$ cat src/rtl/btn_conditioner_if.sv
// btn_conditioner_if: groups the button-conditioner data signals.
//   btn_in        raw, asynchronous, possibly bouncing button
//   btn_level     debounced button level
//   press_pulse   one-cycle strobe on an accepted press
//   release_pulse one-cycle strobe on an accepted release
//   press_count   accepted presses, modulo 256
// master: the side that owns the button and consumes the results.
// slave:  the conditioner itself.
interface btn_conditioner_if;
    logic       btn_in;
    logic       btn_level;
    logic       press_pulse;
    logic       release_pulse;
    logic [7:0] press_count;

    modport master (
        output btn_in,
        input  btn_level,
        input  press_pulse,
        input  release_pulse,
        input  press_count
    );

    modport slave (
        input  btn_in,
        output btn_level,
        output press_pulse,
        output release_pulse,
        output press_count
    );
endinterface

$ cat src/rtl/btn_conditioner.sv
// btn_conditioner: synchronises and debounces a push-button.
//   clk    system clock, rising edge
//   rst_n  asynchronous active-low reset
//   bus    slave side of btn_conditioner_if:
//            btn_in (in), btn_level, press_pulse, release_pulse, press_count (out)
// A level change is accepted only after DEBOUNCE_CYCLES consecutive stable samples
// following entry into a check state. All outputs are registered.
module btn_conditioner #(
    parameter int unsigned DEBOUNCE_CYCLES = 1000000
) (
    input  logic                clk,
    input  logic                rst_n,
    btn_conditioner_if.slave    bus
);

    localparam int unsigned CW = (DEBOUNCE_CYCLES > 1) ? $clog2(DEBOUNCE_CYCLES) : 1;
    localparam logic [CW-1:0] CNT_MAX = CW'(DEBOUNCE_CYCLES - 1);

    typedef enum logic [1:0] {
        StIdle,
        StPressChk,
        StPressed,
        StReleaseChk
    } state_t;

    state_t        state_q;
    logic          s1_q;
    logic          s2_q;
    logic [CW-1:0] cnt_q;

    always_ff @(posedge clk or negedge rst_n) begin
        if (!rst_n) begin
            s1_q              <= 1'b0;
            s2_q              <= 1'b0;
            state_q           <= StIdle;
            cnt_q             <= '0;
            bus.btn_level     <= 1'b0;
            bus.press_pulse   <= 1'b0;
            bus.release_pulse <= 1'b0;
            bus.press_count   <= 8'd0;
        end else begin
            s1_q              <= bus.btn_in;
            s2_q              <= s1_q;
            // Strobes default low; only a check-state completion raises one.
            bus.press_pulse   <= 1'b0;
            bus.release_pulse <= 1'b0;

            unique case (state_q)
                StIdle: begin
                    if (s2_q) begin
                        state_q <= StPressChk;
                        cnt_q   <= '0;
                    end
                end
                StPressChk: begin
                    if (!s2_q) begin
                        // Bounce: drop back and start the window over next time.
                        state_q <= StIdle;
                        cnt_q   <= '0;
                    end else if (cnt_q == CNT_MAX) begin
                        state_q         <= StPressed;
                        cnt_q           <= '0;
                        bus.btn_level   <= 1'b1;
                        bus.press_pulse <= 1'b1;
                        bus.press_count <= bus.press_count + 8'd1;
                    end else begin
                        cnt_q <= cnt_q + 1'b1;
                    end
                end
                StPressed: begin
                    if (!s2_q) begin
                        state_q <= StReleaseChk;
                        cnt_q   <= '0;
                    end
                end
                StReleaseChk: begin
                    if (s2_q) begin
                        state_q <= StPressed;
                        cnt_q   <= '0;
                    end else if (cnt_q == CNT_MAX) begin
                        state_q           <= StIdle;
                        cnt_q             <= '0;
                        bus.btn_level     <= 1'b0;
                        bus.release_pulse <= 1'b1;
                    end else begin
                        cnt_q <= cnt_q + 1'b1;
                    end
                end
                default: begin
                    state_q <= StIdle;
                    cnt_q   <= '0;
                end
            endcase
        end
    end

endmodule

$ cat src/flat_wrapper.sv
// flat-port wrapper written by rule: the top's interface ports become plain ports
module btn_conditioner_flat 
#(
    parameter int unsigned DEBOUNCE_CYCLES = 1000000
)
  (clk, rst_n, bus_btn_in, bus_btn_level, bus_press_pulse, bus_release_pulse, bus_press_count);
  btn_conditioner_if bus_i ();
  input  logic clk;
  input  logic rst_n;
  input wire logic [$bits(bus_i.btn_in)-1:0] bus_btn_in;
  output wire logic [$bits(bus_i.btn_level)-1:0] bus_btn_level;
  output wire logic [$bits(bus_i.press_pulse)-1:0] bus_press_pulse;
  output wire logic [$bits(bus_i.release_pulse)-1:0] bus_release_pulse;
  output wire logic [$bits(bus_i.press_count)-1:0] bus_press_count;
  assign bus_i.btn_in = bus_btn_in;
  assign bus_btn_level = bus_i.btn_level;
  assign bus_press_pulse = bus_i.press_pulse;
  assign bus_release_pulse = bus_i.release_pulse;
  assign bus_press_count = bus_i.press_count;
  btn_conditioner #(.DEBOUNCE_CYCLES(DEBOUNCE_CYCLES)) u_core (.clk(clk), .rst_n(rst_n), .bus(bus_i));
endmodule
$ cat config.mk
export PLATFORM = sky130hd
export DESIGN_NAME = btn_conditioner_flat
export DESIGN_NICKNAME = d
export VERILOG_FILES = /design/src/rtl/btn_conditioner_if.sv /design/src/rtl/btn_conditioner.sv /design/src/flat_wrapper.sv
export SDC_FILE = /design/constraint.sdc
export NUM_CORES = 1
export LEC_CHECK = 0
export CORE_MARGIN = 2
export CORE_UTILIZATION = 25
export CTS_CLUSTER_SIZE = 12
export DETAILED_ROUTE_END_ITERATION = 10
export GPL_TIMING_DRIVEN = 0
export PLACE_DENSITY = 0.38
export SLEW_MARGIN = 20
export SYNTH_ARGS = -nofsm -noshare
export SYNTH_HDL_FRONTEND = slang
export SYNTH_SLANG_ARGS = --single-unit
$ cat constraint.sdc
create_clock -name clk -period 2.7 [get_ports clk]
set_input_delay 0.675 -clock clk [delete_from_list [all_inputs] [get_ports clk]]
set_output_delay 0.675 -clock clk [all_outputs]
set_load 0.02 [all_outputs]
### Word level (Yosys, flattened, before mapping)

Index checks and enable logic that the tools add are counted.

| storage, ports and cells | value |
|---|---|
| output and inout bits | 11 |
| bits of input ports | 3 |
| register bits after elaboration | 35 |
| word-level logic and storage cells | 51 |

| cells by class | value |
|---|---|
| $add $sub $neg | 2 |
| mux-type cells | 23 |
| eq/ne operators | 12 |
| reduce and logical (&&, ||, !) cells | 6 |

Operator list:

| cell | count |
|---|---|
| 20-bit two-way mux | 5 |
| 20-bit case mux with 4 select lines | 1 |
| 20-bit by 1-bit adder with 20-bit output (second input constant) | 1 |
| 20-bit equality test (second input constant) | 1 |
| 2-bit two-way mux | 6 |
| 1-bit two-way mux | 9 |
| 8-bit by 1-bit adder with 8-bit output (second input constant) | 1 |
| 2-bit by 1-bit inequality test with 1-bit output (second input constant) | 4 |
| 2-bit case mux with 4 select lines | 1 |
| 5-bit AND reduction | 1 |
| 2-bit equality test (second input constant) | 2 |
| 2-bit inequality test (second input constant) | 2 |
| 4-bit AND reduction | 1 |
| 3-bit by 1-bit inequality test with 1-bit output (second input constant) | 1 |
| 3-bit inequality test (second input constant) | 1 |
| 3-bit AND reduction | 1 |
| 2-bit by 1-bit equality test with 1-bit output (second input constant) | 1 |
| 2-bit zero test | 1 |
| 1-bit case mux with 2 select lines | 1 |
| 2-bit AND reduction | 1 |
| 2-bit nonzero test | 1 |

### Longest topological paths before layout

| depth | value |
|---|---|
| depth after elaboration | 4 |
| depth in mapped cells | 7 |
| mapped depth without buffers | 6 |

### Least setup slack after synthesis

OpenSTA, ideal clock, no wires.

| path | value |
|---|---|
| path type | register -> register |
| start point | register u_core.cnt_q[0] |
| end point | register u_core.bus.btn_level |
| cell stages (with the launch flop) | 6 |
| required time | 2.576 ns |
| arrival | 1.934 ns |
| setup slack | 0.642 ns |
| setup time | 0.124 ns |
| period minus slack after synthesis | 2.058 ns |
| buffers on the path | 0 |
| cell sequence | dfrtp_1 > ha_1 > nand4_1 > or3b_1 > or3_2 > a211o_1 |

| between the ends | value |
|---|---|
| longest elaborated chain between the ends | 3 |
| elaborated cells between the ends (all ways) | 4 |
| those cells by class | 3 x eq/ne; 1 x reduce/logical |

RTL lines:

| what | line | source |
|---|---|---|
| start, declared | btn_conditioner.sv:29 | `logic [CW-1:0] cnt_q;` |
| start signal, assigned | btn_conditioner.sv:67 | `cnt_q <= cnt_q + 1'b1;` |
| start signal, assigned | btn_conditioner.sv:86 | `cnt_q <= cnt_q + 1'b1;` |
| 20-bit equality test * | btn_conditioner.sv:60, btn_conditioner.sv:80 |  |
| 2-bit by 1-bit inequality test with 1-bit output (no line) | - |  |
| 5-bit AND reduction (no line) * | - |  |
| end signal, assigned | btn_conditioner.sv:37 | `bus.btn_level <= 1'b0;` |
| end signal, assigned | btn_conditioner.sv:63 | `bus.btn_level <= 1'b1;` |
| end signal, assigned | btn_conditioner.sv:83 | `bus.btn_level <= 1'b0;` |
| end, declared | btn_conditioner_if.sv:26 | `output btn_level,` |

Every way passes the cells marked *; elsewhere a longest branch is shown, timed or not.
A chain may end at the register's enable or synchronous reset.

==> results.cfg <==
[synthesis]
avgSynthCellArea_um2 = 10.1
synth_edf_count = 0
ys_seq_area_share_pct = 46.8
syn_area_um2 = 1870
yosys_warnings = 0
yosys_most_used_dff = dfrtp_1
syn_nets = 190
synthCells = 185
synth_seq_cells = 35
synthArstFlopShare_pct = 100
ys_types = 47

[critical_path]
r2r-start = u_core.cnt_q[0]
ff2ff_path_depth = 6
critPathMaxFanout = 6
cp.required_ns = 2.87
crit_path_end_kind = flop
crit_slowest_cell = or3b_1
crit_type = reg2reg
cp_data_arrival_time_ns = 2.55
cp_slowest_stage_delay_ns = 0.54
cp_cell_sequence = ha_1, nand4_1, or3b_1, nor3_2, nand2_1, mux2_2
r2r_slack_ns = 0.32
startpoint = u_core.cnt_q[0]
start_kind = flop

[route]
dr.pass1.iters = 4
drt-vias-per-instance = 4.88
wl_per_cell_um = 14.4
vias = 1494
wl_um = 4400
ant_nets = 0
drcViolationCount = 0
drt-initial-drc-count = 120

[global_route]
grt_usage_pct = 11.6
grt-ovfl-total = 0
grt_first_pass_wirelength_um = 7670
grt_pass1_vias = 1581
grt_max_degree = 20
antenna_found_initial = 0

[timing]
drv_slew = 0
relSlewSlack_pct = 59.6
fin_hold_ws_ns = 0.341
rsz0062_at_grt = no
setup-tns-final_ns = 0
post-route-period-util_pct = 88.3
tightest_slew_ns = 0.600
skew_ns = 0.00996
hold_violations = 0
final-setup-viol-count = 0
fmax_ghz = 0.420
period_minus_slack_ns = 2.38

[placement]
port_buffers = 13
gp_congestion = 0.875
place_area_um2 = 2150
dpl.hpwl_um = 3280

[clocking]
clockBufferDepth = 2
tritoncts = done
cts-root-buf = clkbuf_8
cts.htree.levels = 2
cts_buffers = 5
cts_hold_buf = 0
cts.clk_slew.worst_paths_ns = 0.08
clk_latency_ns = 0.28
post_cts_buffers = 0
cts.sink_count = 35

[run]
cap_violations = 0

[floorplanning]
die_height_um = 90.6
core_um2 = 7250
rows = 31
start_util_pct = 25.8
die_x_um = 90.6
dieArea_um2 = 8200
ioPinCount = 14

[power]
powerDensity_nw_per_um2 = 426
p_total_w = 0.000956
leakagePower_nw = 0.921
peakVddDrop_mv = 0.157

[layout]
drive_gt1_share_pct = 13.0
final_area_um2 = 2240
syn_to_final_growth_pct = 19.8
antenna_cells = 0
fill_cells = 784
layout.nets = 211

[status]
status = complete, no violations

[min_path]
hold_class = in2async
repair_timing:
item                                   4_1_cts  5_1_grt
gates resized for setup                      0        2
endpoints found under the hold margin        0        0
setup endpoints to repair                    0       10
Yosys cell counts (2+ instances only):
master,n,area share [%]
a21oi_1,12,3.2
a22o_1,2,0.94
a31oi_1,4,1.3
and2_1,4,1.3
and3_1,4,1.3
and4_1,3,1.4
clkbuf_1,4,0.80
dfrtp_1,35,47
ha_1,2,1.3
inv_1,6,1.2
mux2_2,2,1.2
mux2i_1,5,2.7
nand2_1,16,3.2
nand3_1,10,2.7
nand4_1,12,4.0
nor2_1,4,0.80
nor3_2,2,1.1
nor4_1,2,0.67
o211ai_1,2,0.80
o21ai_0,9,2.4
o22ai_1,2,0.67
or2_2,2,0.67
or2b_1,2,0.80
or3_1,5,1.7
or4_1,3,1.2
xnor2_1,7,3.3
xor2_1,4,1.9
sequential cells by signal, summed over array words and instances (netlist names), named ones only:
register and cells:
u_core.bus.release_pulse 1, u_core.s1_q 1, u_core.bus.press_count 8, u_core.bus.press_pulse 1
u_core.cnt_q 20, u_core.state_q 1, u_core.bus.btn_level 1, u_core.s2_q 1
critical path, delay by kind of cell (launching register included):
kind                     cells  cell delay (ns)
AND/OR/NAND/NOR              4             1.32
adder cells (fa/ha/maj)      1             0.25
flip-flops                   1             0.41
multiplexers                 1             0.29
per-layer routing:
metal  wire length, um  vias to the layer above  GRT usage, %
li1                  -                      726             -
met1              2050                      747          14.3
met2              2200                       19          19.5
met3               122                        2          2.67
met4                31                        0          5.00
met5                 0                        -             0
how the worst min path moves through the flow:
stage / startpoint / end / slack (ns) / depth (start not counted)
after floorplan: u_core.s1_q / u_core.s2_q / 0.33 / 0
after global placement: u_core.s1_q / u_core.s2_q / 0.34 / 0
after detailed placement: u_core.s1_q / u_core.s2_q / 0.33 / 0
after CTS: rst_n / u_core.bus.press_count[4] / 0.35 / 1
after global routing: rst_n / u_core.bus.press_count[4] / 0.36 / 1
final: rst_n / u_core.bus.press_count[4] / 0.34 / 1
where the power goes:
group	leakage, nW	internal, W	switching, W
clock	0.0412	0.000180	0.000189
sequential	0.481	0.000529	0.00000436
combinational	0.399	0.0000168	0.0000366
total	0.921	0.000726	0.000230
layout by cell type, fill, tap and decap left out, types with 3 or more instances in the layout:
cell type and n:
inv_1 6, mux2i_1 5, nand4_1 12, and4_1 3, xor2_1 4, xnor2_1 7
clkdlybuf4s50_1 12, or4_1 3, a31oi_1 4, nand2_1 16, clkbuf_8 5, clkbuf_1 5
nand3_1 10, o21ai_0 9, or3_1 5, nor2_1 4, and3_1 4, and2_1 4
a21oi_1 11, dfrtp_1 35
stage by stage:
| step | cells | setup WS, ns | utilization, % |
|---|---|---|---|
| floorplan | 185 | 0.642 | - |
| global placement | 297 | 0.132 | 29.3 |
| detailed placement | 298 | 0.125 | 29.6 |
| CTS | 306 | 0.0909 | 30.8 |
| global route | 306 | 0.108 | 30.9 |
| finish | 306 | 0.317 | 30.9 |
final cells by class:
cell class	instances	area, um2	share of cell area, %
Buffer	7	38.8	1.73
Clock buffer	6	72.6	3.23
Clock inverter	2	12.5	0.557
Inverter	6	22.5	1.00
Multi-Input combinational cell	137	946	42.1
Sequential cell	35	876	39.0
Tap cell	99	124	5.52
Timing Repair Buffer	14	153	6.80
logic make-up after synthesis:
logic type	synth area share, %
and+or+nand+nor	28.5
xor gates and xnor gates	5.14
muxes	3.87
DFF	46.8
adders and majority gates	1.34
AOI/OAI and AO/OA	11.1
buffers and inverters	3.27
No activity file was read; power rests on OpenSTA's default activity.
==> edit: new RTL, config.mk and constraints unchanged <==
Re-encode `state_t` (4 states) as Gray code, 2 bits wide.
--- a/src/rtl/btn_conditioner.sv
+++ b/src/rtl/btn_conditioner.sv
@@ -18,8 +18,8 @@
 
     typedef enum logic [1:0] {
-        StIdle,
-        StPressChk,
-        StPressed,
-        StReleaseChk
+        StIdle       = 2'b00,
+        StPressChk   = 2'b01,
+        StPressed    = 2'b11,
+        StReleaseChk = 2'b10
     } state_t;
 
Formal check against the unedited RTL: no difference found for any inputs over 10 cycles, from zero or initial values and one cycle with rst_n low; not proved beyond that.
==> edit against the unedited design <==
- routed wire length decreased by 0.43%
- hold slack worse by 0.044 ns
- non-clock buffer count stayed put
- global-route usage increased by 0.096 points
- sequential cell count unchanged
- area after synthesis up 0.40%
- setup slack better by 0.084 ns
- die area is 0.39% higher
- design area rose by 2.0%
- count of clock-buffer cells in the layout stayed put
Power is not compared: it rests on default switching activity, and its combinational part moved more than twofold at a synthesized area within 25%.
==> edit: results (changes against the unedited design) <==
Status
The flow ran to the end, and the final reports show no timing, DRC or antenna violations.

Synth
The commonest cells after synthesis are sky130_fd_sc_hd__dfrtp_1, sky130_fd_sc_hd__nand2_1, sky130_fd_sc_hd__a31oi_1, sky130_fd_sc_hd__nor2_1, sky130_fd_sc_hd__xnor2_1. The number of nets produced by synthesis is 196 (+3.2%).

Critical path
The number of cell instances on the worst register-to-register path is 7 (+1). In this design, the largest share of critical-path delay is due to compound AO/OA/AOI/OAI gates. The maximum fanout count along the critical path was 10 (+4).

Among all stages on the critical path, the largest delay is contributed by sky130_fd_sc_hd__o21ai_1. The slack of the worst reg-to-reg path came to 0.40 ns (+0.08 ns).

GRT
The overall fraction of global-route tracks in use is 0.1171 (+0.0009573). The global routing usage on met2 is 0.1922 (-0.002488). The largest net degree at the start of global routing came to 24 (+20%). The met1 track utilization from global routing is 0.1391 (-0.003498).

Final layout
The multi-input gate share of the layout cell area is 0.4148 (-0.006652). The fraction of layout instances using a drive strength above 1 came to 0.1388 (+0.008321). The sequential share of cell area is 0.3825 (-0.007677). The final instance count without filler cells came to 308 (+0.65%). The post-layout net count is 217 (+2.8%). The largest registers in the layout are u_core.cnt_q x20, u_core.bus.press_count x8, u_core.state_q x2. The clock network area share was 0.05792 (+0.02002).

Detailed routing
The number of design-rule violations left by the first detailed-router iteration is 81 (-33%). The amount of wire on met2 after detailed routing is 2.156 mm (-2.0%). The via count is 1,485 (-0.60%).

The sum of routed wire length over all layers is 4.383 mm (-0.43%).

Floorplan
The starting density of the core is 0.2593 (+0.001035). The die span in x is 90.73 um (+0.19%).

STA
The worst setup skew after layout came to 0.003999 ns (-0.005957 ns).

Placement
The routability congestion estimate was 0.7294 (-17%). The worst slack after detailed placement is 0.3741 ns (+0.2494 ns).
## edit: cell count changes in the layout (fill, tap and decap cells not counted), moves of 3 or more
cell                       change
sky130_fd_sc_hd__nor2_1        +6
sky130_fd_sc_hd__or4_1         -3
sky130_fd_sc_hd__mux2i_1       -3
sky130_fd_sc_hd__clkbuf_1      -3
sky130_fd_sc_hd__nand2_1       +7
sky130_fd_sc_hd__xnor2_1       +3
sky130_fd_sc_hd__a21oi_1       -3
sky130_fd_sc_hd__ha_1          +4
sky130_fd_sc_hd__buf_2         +5
sky130_fd_sc_hd__a31oi_1       +9
sky130_fd_sc_hd__or3_1         -3
sky130_fd_sc_hd__nand4_1       -4
## edit: kinds of logic (layout without fill, tap and decap cells)
family          count (synthesis)  in the layout  synth area share
flops                          35             35            0.4657
fa+ha+maj                       6              6           0.03992
buf+inv                        12             34           0.02927
mux                             6              6           0.03659
simple gates                   74             74            0.2309
xor+xnor                       12             12           0.05589
compound gates                 42             42            0.1417
## edit: power by group through the flow
stage,clock [mW],combinational [mW],sequential [mW]
2_1_floorplan,0,0.310,0.591
3_3_place_gp,0,0.438,0.588
3_5_place_dp,0,0.457,0.592
4_1_cts,0.591,0.458,0.581
5_1_grt,0.608,0.504,0.584
6_report,0.562,0.450,0.582
## edit: how the worst min path moves through the flow
stage | from | endpoint | depth (start not counted)
after floorplan | u_core.s1_q | u_core.s2_q | 0
after global placement | u_core.s1_q | u_core.s2_q | 0
after detailed placement | u_core.s1_q | u_core.s2_q | 0
after CTS | rst_n | u_core.cnt_q[10] | 1
after global routing | rst_n | u_core.cnt_q[6] | 1
final | rst_n | u_core.cnt_q[10] | 1
